`config.mk`:
```
export PLATFORM = sky130hd
export DESIGN_NAME = neighbourhood_window
export DESIGN_NICKNAME = d
export VERILOG_FILES = /design/src/rtl/neighbourhood_window.sv
export SDC_FILE = /design/constraint.sdc
export NUM_CORES = 1
export LEC_CHECK = 0
export ABC_AREA = 1
export CORE_ASPECT_RATIO = 1.4
export CORE_MARGIN = 3
export CORE_UTILIZATION = 50
export DETAILED_ROUTE_END_ITERATION = 12
export GPL_TIMING_DRIVEN = 0
export PLACE_DENSITY = 0.75
export SLEW_MARGIN = 15
export SYNTH_ARGS = -nofsm -noshare
export SYNTH_HDL_FRONTEND = slang
export SYNTH_SLANG_ARGS = --single-unit
export TNS_END_PERCENT = 50
```
`constraint.sdc`:
```
create_clock -name CLK -period 1.3 [get_ports CLK]
set_input_delay 0.195 -clock CLK [delete_from_list [all_inputs] [get_ports CLK]]
set_output_delay 0.195 -clock CLK [all_outputs]
set_load 0.03 [all_outputs]
```
`src/rtl/neighbourhood_window.sv`:
```
// neighbourhood_window
//   Streaming front end for the neighbour popcount. Takes one generation of a
//   GRID_W x GRID_H grid as a row-major serial bit stream and emits, for every
//   cell, the cell itself plus its eight compass neighbours. Cells outside the
//   grid read as dead (no wrap-around).
//
// Ports
//   CLK, RST_N            clock (rising edge), asynchronous active-low reset
//   IN_VALID/IN_READY     input handshake, IN_CELL carries one cell bit
//   OUT_VALID/OUT_READY   output handshake for the window registers
//   CENTER, N..NW         window bits of cell (OUT_ROW, OUT_COL)
//   OUT_ROW, OUT_COL      coordinates of the emitted cell
//   OUT_LAST              emitted cell is the last of the frame
//   dbg_state             current FSM state (FILL=0, RUN=1, FLUSH=2)
//
// Handshake: a transfer happens on a rising edge where valid and ready are
// both high. Valid never depends on ready; once OUT_VALID is high the window
// and coordinates hold until the consumer takes them.

module neighbourhood_window #(
  parameter int GRID_W = 8,
  parameter int GRID_H = 8
) (
  input  logic                      CLK,
  input  logic                      RST_N,
  input  logic                      IN_VALID,
  output logic                      IN_READY,
  input  logic                      IN_CELL,
  output logic                      OUT_VALID,
  input  logic                      OUT_READY,
  output logic                      CENTER,
  output logic                      N,
  output logic                      NE,
  output logic                      E,
  output logic                      SE,
  output logic                      S,
  output logic                      SW,
  output logic                      W,
  output logic                      NW,
  output logic [$clog2(GRID_H)-1:0] OUT_ROW,
  output logic [$clog2(GRID_W)-1:0] OUT_COL,
  output logic                      OUT_LAST,
  output logic [1:0]                dbg_state
);

  localparam int SR_LEN = 2 * GRID_W + 3;
  localparam int CW     = $clog2(GRID_W * GRID_H);
  localparam int RWD    = $clog2(GRID_H);
  localparam int CLW    = $clog2(GRID_W);

  // Tap positions in the post-shift window: index 0 is the newest cell
  // (k+W+1), index j holds cell k+W+1-j, so the centre sits at W+1.
  localparam int TAP_SE = 0;
  localparam int TAP_S  = 1;
  localparam int TAP_SW = 2;
  localparam int TAP_E  = GRID_W;
  localparam int TAP_C  = GRID_W + 1;
  localparam int TAP_W  = GRID_W + 2;
  localparam int TAP_NE = 2 * GRID_W;
  localparam int TAP_N  = 2 * GRID_W + 1;
  localparam int TAP_NW = 2 * GRID_W + 2;

  localparam logic [CW-1:0]  CNT_W    = CW'(GRID_W);
  localparam logic [CW-1:0]  CNT_LAST = CW'(GRID_W * GRID_H - 1);
  localparam logic [RWD-1:0] ROW_LAST = RWD'(GRID_H - 1);
  localparam logic [CLW-1:0] COL_LAST = CLW'(GRID_W - 1);

  typedef enum logic [1:0] {
    FILL  = 2'd0,
    RUN   = 2'd1,
    FLUSH = 2'd2
  } state_t;

  state_t              state_q, state_d;
  logic [CW-1:0]       in_cnt, cnt_d;
  logic [SR_LEN-1:0]   sr;
  logic [SR_LEN-1:0]   win;
  logic [RWD-1:0]      load_row;
  logic [CLW-1:0]      load_col;

  logic stall, accept, flush_step, do_shift, do_load, last_load, shift_bit;
  logic top, bot, lft, rgt;

  assign stall      = OUT_VALID & ~OUT_READY;
  assign IN_READY   = ~stall & (state_q != FLUSH);
  assign accept     = IN_VALID & IN_READY;
  assign flush_step = (state_q == FLUSH) & ~stall;
  assign do_shift   = accept | flush_step;
  assign do_load    = ((state_q == RUN) & accept) | flush_step;
  // In FLUSH the counter tracks flush loads; the (W+1)-th is the frame's last.
  assign last_load  = (state_q == FLUSH) & (in_cnt == CNT_W);
  assign shift_bit  = (state_q == FLUSH) ? 1'b0 : IN_CELL;
  // Window as it will look after this cycle's shift, so the load and the
  // shift happen on the same edge.
  assign win        = {sr[SR_LEN-2:0], shift_bit};

  assign top = (load_row == '0);
  assign bot = (load_row == ROW_LAST);
  assign lft = (load_col == '0);
  assign rgt = (load_col == COL_LAST);

  assign dbg_state = state_q;

  always_ff @(posedge CLK or negedge RST_N) begin
    if (!RST_N) begin
      state_q <= FILL;
      in_cnt  <= '0;
    end else begin
      state_q <= state_d;
      in_cnt  <= cnt_d;
    end
  end

  always_comb begin
    state_d = state_q;
    cnt_d   = in_cnt;
    case (state_q)
      FILL: begin
        if (accept) begin
          cnt_d = in_cnt + CW'(1);
          if (in_cnt == CNT_W) state_d = RUN;
        end
      end
      RUN: begin
        if (accept) begin
          if (in_cnt == CNT_LAST) begin
            state_d = FLUSH;
            cnt_d   = '0;
          end else begin
            cnt_d = in_cnt + CW'(1);
          end
        end
      end
      FLUSH: begin
        if (flush_step) begin
          if (in_cnt == CNT_W) begin
            state_d = FILL;
            cnt_d   = '0;
          end else begin
            cnt_d = in_cnt + CW'(1);
          end
        end
      end
      default: begin
        state_d = FILL;
        cnt_d   = '0;
      end
    endcase
  end

  always_ff @(posedge CLK or negedge RST_N) begin
    if (!RST_N) begin
      sr        <= '0;
      load_row  <= '0;
      load_col  <= '0;
      OUT_VALID <= 1'b0;
      CENTER    <= 1'b0;
      N         <= 1'b0;
      NE        <= 1'b0;
      E         <= 1'b0;
      SE        <= 1'b0;
      S         <= 1'b0;
      SW        <= 1'b0;
      W         <= 1'b0;
      NW        <= 1'b0;
      OUT_ROW   <= '0;
      OUT_COL   <= '0;
      OUT_LAST  <= 1'b0;
    end else begin
      if (do_shift) sr <= win;
      if (do_load) begin
        CENTER    <= win[TAP_C];
        N         <= win[TAP_N]  & ~top;
        NE        <= win[TAP_NE] & ~top & ~rgt;
        E         <= win[TAP_E]  & ~rgt;
        SE        <= win[TAP_SE] & ~bot & ~rgt;
        S         <= win[TAP_S]  & ~bot;
        SW        <= win[TAP_SW] & ~bot & ~lft;
        W         <= win[TAP_W]  & ~lft;
        NW        <= win[TAP_NW] & ~top & ~lft;
        OUT_ROW   <= load_row;
        OUT_COL   <= load_col;
        OUT_LAST  <= last_load;
        OUT_VALID <= 1'b1;
        if (load_col == COL_LAST) begin
          load_col <= '0;
          load_row <= (load_row == ROW_LAST) ? '0 : load_row + RWD'(1);
        end else begin
          load_col <= load_col + CLW'(1);
        end
      end else if (OUT_READY) begin
        OUT_VALID <= 1'b0;
      end
    end
  end

endmodule
```
## After elaboration in Yosys (flattened, before gate mapping)

Index checks and enable logic that the tools add are counted.

- Eq/ne operators: 13
- Bitwise operators: 26
- Add/subtract/negate cells: 3
- Muxes and demuxes: 18
- Reductions and logical operators: 7

Operators with widths:

| operator | count |
|---|---|
| $mux W6 | 5 |
| $and A1 B1 Y1 | 18 |
| $pmux W6 S3 | 1 |
| $mux W2 | 6 |
| $ne A2 B2 Y1 const B | 5 |
| $add A3 B1 Y3 const B | 2 |
| $add A6 B1 Y6 const B | 1 |
| $eq A3 B3 Y1 const B | 2 |
| $eq A6 B4 Y1 const B | 1 |
| $eq A6 B6 Y1 const B | 1 |
| $logic_not A3 Y1 | 2 |
| $mux W3 | 2 |
| $not A1 Y1 | 6 |
| $pmux W2 S3 | 1 |
| $reduce_and A6 Y1 | 1 |
| $ne A2 B1 Y1 const B | 2 |
| $mux W1 | 3 |
| $reduce_and A3 Y1 | 1 |
| $eq A2 B1 Y1 const B | 1 |
| $eq A2 B2 Y1 const B | 1 |
| $logic_not A2 Y1 | 1 |
| $or A1 B1 Y1 | 2 |
| $reduce_and A2 Y1 | 1 |
| $reduce_bool A2 Y1 | 1 |

- Word-level logic and storage cells: 85
- Register bits after elaboration: 49

## Logic depth before layout (Yosys ltp)

- Depth after elaboration: 8
- Gate-level depth with buffers: 10

## Least setup slack after synthesis

No wires, ideal clock.

- Path kind: flip-flop to flip-flop
- Start point: register state_q[0] (netlist: dbg_state[0])
- End point: register sr[2]
- Data arrival time: 1.415 ns
- Buffers on the path: 2
- Slack: -0.234 ns
- Cell stages (with the launch flop): 10
- Cells stage by stage: dfrtp_1 buf_4 nor2_8 inv_2 nand2_2 inv_2 nand2_4 nand2_4 buf_6 a21oi_2

- Longest elaborated chain between the ends: 4
- Elaborated cells on any way between the ends: 6
- Classes of those cells: eq/ne: 2; bitwise: 4

Ends and longest elaborated chain:

| item | line | text |
|---|---|---|
| start: declaration | 74 | `state_t state_q, state_d;` |
| start signal: assignment | 109 | `state_q <= state_d;` |
| $ne A2 B2 Y1 | 85 | `assign IN_READY = ~stall & (state_q != FLUSH);` |
| $and A1 B1 Y1 | 85 |  |
| named net IN_READY | 27 | `output logic IN_READY,` |
| $and A1 B1 Y1 | 86 | `assign accept = IN_VALID & IN_READY;` |
| $or A1 B1 Y1 | 88 | `assign do_shift = accept \| flush_step;` |
| end signal: assignment | 170 | `if (do_shift) sr <= win;` |
| end: declaration | 76 | `logic [SR_LEN-1:0] sr;` |

The timed path passes the listed nets, and every way through them passes these cells.
A chain may end at the register's enable or synchronous reset.

## Worst setup path in the final report

- Start point: register state_q[1] (netlist: dbg_state[1])
- End point: output IN_READY

- Longest elaborated chain between the ends: 2

Ends and longest elaborated chain:

| item | line |
|---|---|
| $ne A2 B2 Y1 | 85 |
| $and A1 B1 Y1 | 85 |
| end: declaration | 27 |

No other way between the ends.

==> results.yml <==
sta:
  setup_viol: 49
  finalCriticalPeriod_ns: 1.485
  worstMarginPinSlew_ns: 0.3875
  whs_ns: 0.3175
  clock.fmax_mhz: 673.2
  worst_slack_ns: -0.1854
  skew_ns: 0.005628
  rsz0062_at_grt: "true"
  min_period_over_period: 1.143
  timing.slew.headroom: 0.7417
  drv_slew: 0
  finalHoldViolations: 0
floorplan:
  boundaryPins: 25
  rows: 28
  fp.coreArea_sq_um: 4379
  die_area_sq_um: 5578
  die-height_um: 87.18
  die_w_um: 63.99
  initial_core_util: 0.5374
setup_path:
  path_cells: "clkinv_4, nor2_8, inv_2, nand2_2, inv_4, buf_6"
  worstSetupStartpointType: "flip-flop"
  worst-path-max-fanout: 6
  crit_type: "reg -> out"
  r2r_start: "dbg_state[1]"
  critPathCaptureType: "primary output"
  startpoint: "dbg_state[1]"
  critPathMaxStageDelay_ns: 0.43
  crit_required_ns: 1.11
  slowest_stage: "dfrtp_2"
  cp.arrival_ns: 1.29
yosys:
  avgSynthCellArea_sq_um: 9.266
  synth_cell_types: 23
  synth_warnings: 0
  syn-num-nets: 267
  postSynthCellCount: 254
  syn_area_sq_um: 2354
  ys_seq_elements: 49
  ys_seq_area_frac: 0.5210
power_and_ir_drop:
  clock_power_share: 0.106
  switching_power_mw: 4.007
  vdd_drop_max_uv: 1415
  pwr-share-seq: 0.311
  p_int_mw: 4.786
  swShare: 0.4557
  power_density_nw_per_um2: 2608
  p_leak_nw: 1.695
  p_comb_frac: 0.584
  p_total_mw: 8.794
clock_network:
  cts_tree: "done"
  htree_levels: 2
  clkSlewWorstSetupHoldPaths_ns: 0.09
  cts_sinks: 49
  cts_buffers: 5
  max-clock-path-buffers: 2
  clk_latency_ns: 0.30
  root_buffer: "clkbuf_8"
routing:
  wl_per_cell_um: 16.32
  wirelength_um: 6087
  first_iter_violations: 65
  ant_nets: 0
  vias: 1962
  drc: 0
  vias_per_cell: 5.260
  drt-pass1-iter-count: 4
global_routing:
  grt_first_pass_wirelength_um: 8418
  globalRouteOverflowTotal: 0
  grt_max_degree: 35
  antenna_found_initial: 0
  grt_usage: 0.1923
  grt_pass1_vias: 1868
cells_and_area:
  fin_nets: 325
  final_cells: 373
  fin_area_sq_um: 3372
  final_cell_mix: "46 x dfrtp_1, 46 x nand2_1, 24 x inv_1"
  antenna-diode-count: 0
  drive_above_1_share: 0.4249
  area_growth_pct: 43.27
  utilization: 0.7700
status:
  violations: "setup timing"
  outcome: "finished, violations left"
place:
  finalWeightedCongestion: 0.8587
  dpl_cell_area_sq_um: 2695
  placed_cells: 339
  numPortBuffers: 24
  hpwl_um: 3137
worst_hold_path:
  hp-class: "in -> reg"
  min_from: "IN_VALID"
flow_run:
  drv_cap: 0
[final timing paths]
path | depth (start not counted) | slack [ns] | to
min | 3 | 0.32 | sr[0]
max reg2reg | 7 | -0.17 | load_col[0]
min in group asynchronous | 2 | 0.34 | NW
min reg2reg | 2 | 0.48 | OUT_ROW[0]
max | 6 | -0.19 | IN_READY
max in group asynchronous | 3 | 0.45 | in_cnt[2]
[power groups by stage]
stage	logic [mW]	clock network (mW)	registers, mW
4_1_cts	4.01	0.925	2.62
3_5_place_dp	3.61	0	2.61
6_report	5.13	0.928	2.73
3_3_place_gp	3.54	0	2.58
5_1_grt	5.52	1.01	2.79
2_1_floorplan	2.21	0	2.99
[layout make-up]
class                      instances  area [sq um]
buffer                             7         116.4
sequential                        49          1230
tap                               60         75.07
inverter                          33         138.9
clock inverter                     3         21.27
multi-input combinational        165          1199
timing repair buffer              51         523.0
fill                             281          1007
clock buffer                       5         68.82
[layer usage]
metal,up-vias,share of wire,track usage
li1,922,-,-
met3,15,0.029,0.03230
met1,975,0.37,0.2278
met5,-,0,0
met4,0,0.023,0.07859
met2,50,0.57,0.3424
[metrics by stage]
step / setup TNS (ns) / worst slack, ns
after floorplan: -2.169 / -0.1135
after global placement: -77.96 / -1.515
after detailed placement: -12.46 / -0.5667
after CTS: -3.281 / -0.2030
after global routing: -9.298 / -0.2464
final: -5.594 / -0.1854
[state kept, by name, indices dropped and copies added, names as in the netlist, 2 cells and up]
register,cells
sr,18
in_cnt,6
OUT_COL,3
OUT_ROW,3
load_col,3
load_row,3
dbg_state,2
[cells in the mapped netlist]
cell / number / area, sq um
o21ai_2: 15 / 131.4
buf_6: 6 / 67.56
nor2_1: 10 / 37.54
nand4_1: 1 / 6.260
buf_4: 1 / 7.510
nand2_1: 69 / 259.0
a21boi_2: 1 / 11.26
nor2_2: 4 / 25.02
o21ai_0: 8 / 40.04
a21oi_2: 7 / 61.31
nor2_8: 1 / 20.02
inv_2: 4 / 15.01
a21oi_1: 1 / 5.000
ha_1: 8 / 100.1
o21bai_1: 1 / 7.510
o21ai_1: 8 / 40.04
xor2_1: 2 / 17.52
nand2_2: 5 / 31.28
inv_1: 29 / 108.9
nand3b_1: 1 / 7.510
nand2_4: 2 / 22.52
nand3_1: 21 / 105.1
dfrtp_1: 49 / 1226
[worst max-delay path: cells and delay by family (launching register included)]
family / cells / cell delay, ns
and+or+nand+nor: 2 / 0.21
buffers and inverters: 4 / 0.34
DFF: 1 / 0.43
[logic make-up after synthesis]
logic type / synth area share
AO/OA/AOI/OAI: 0.1260
XOR/XNOR: 0.007444
adder cells (fa/ha/maj): 0.04253
flip-flops: 0.5210
buffers and inverters: 0.08452
AND/OR/NAND/NOR: 0.2185
[what timing repair did]
action,in CTS,in global routing
hold endpoints to repair,15,0
resized for setup,61,68
pin swaps,10,15
buffers inserted,13,8
hold buffers,1,0
cloned,1,3
setup endpoints to repair,59,56
(Power assumes the default switching activity.)
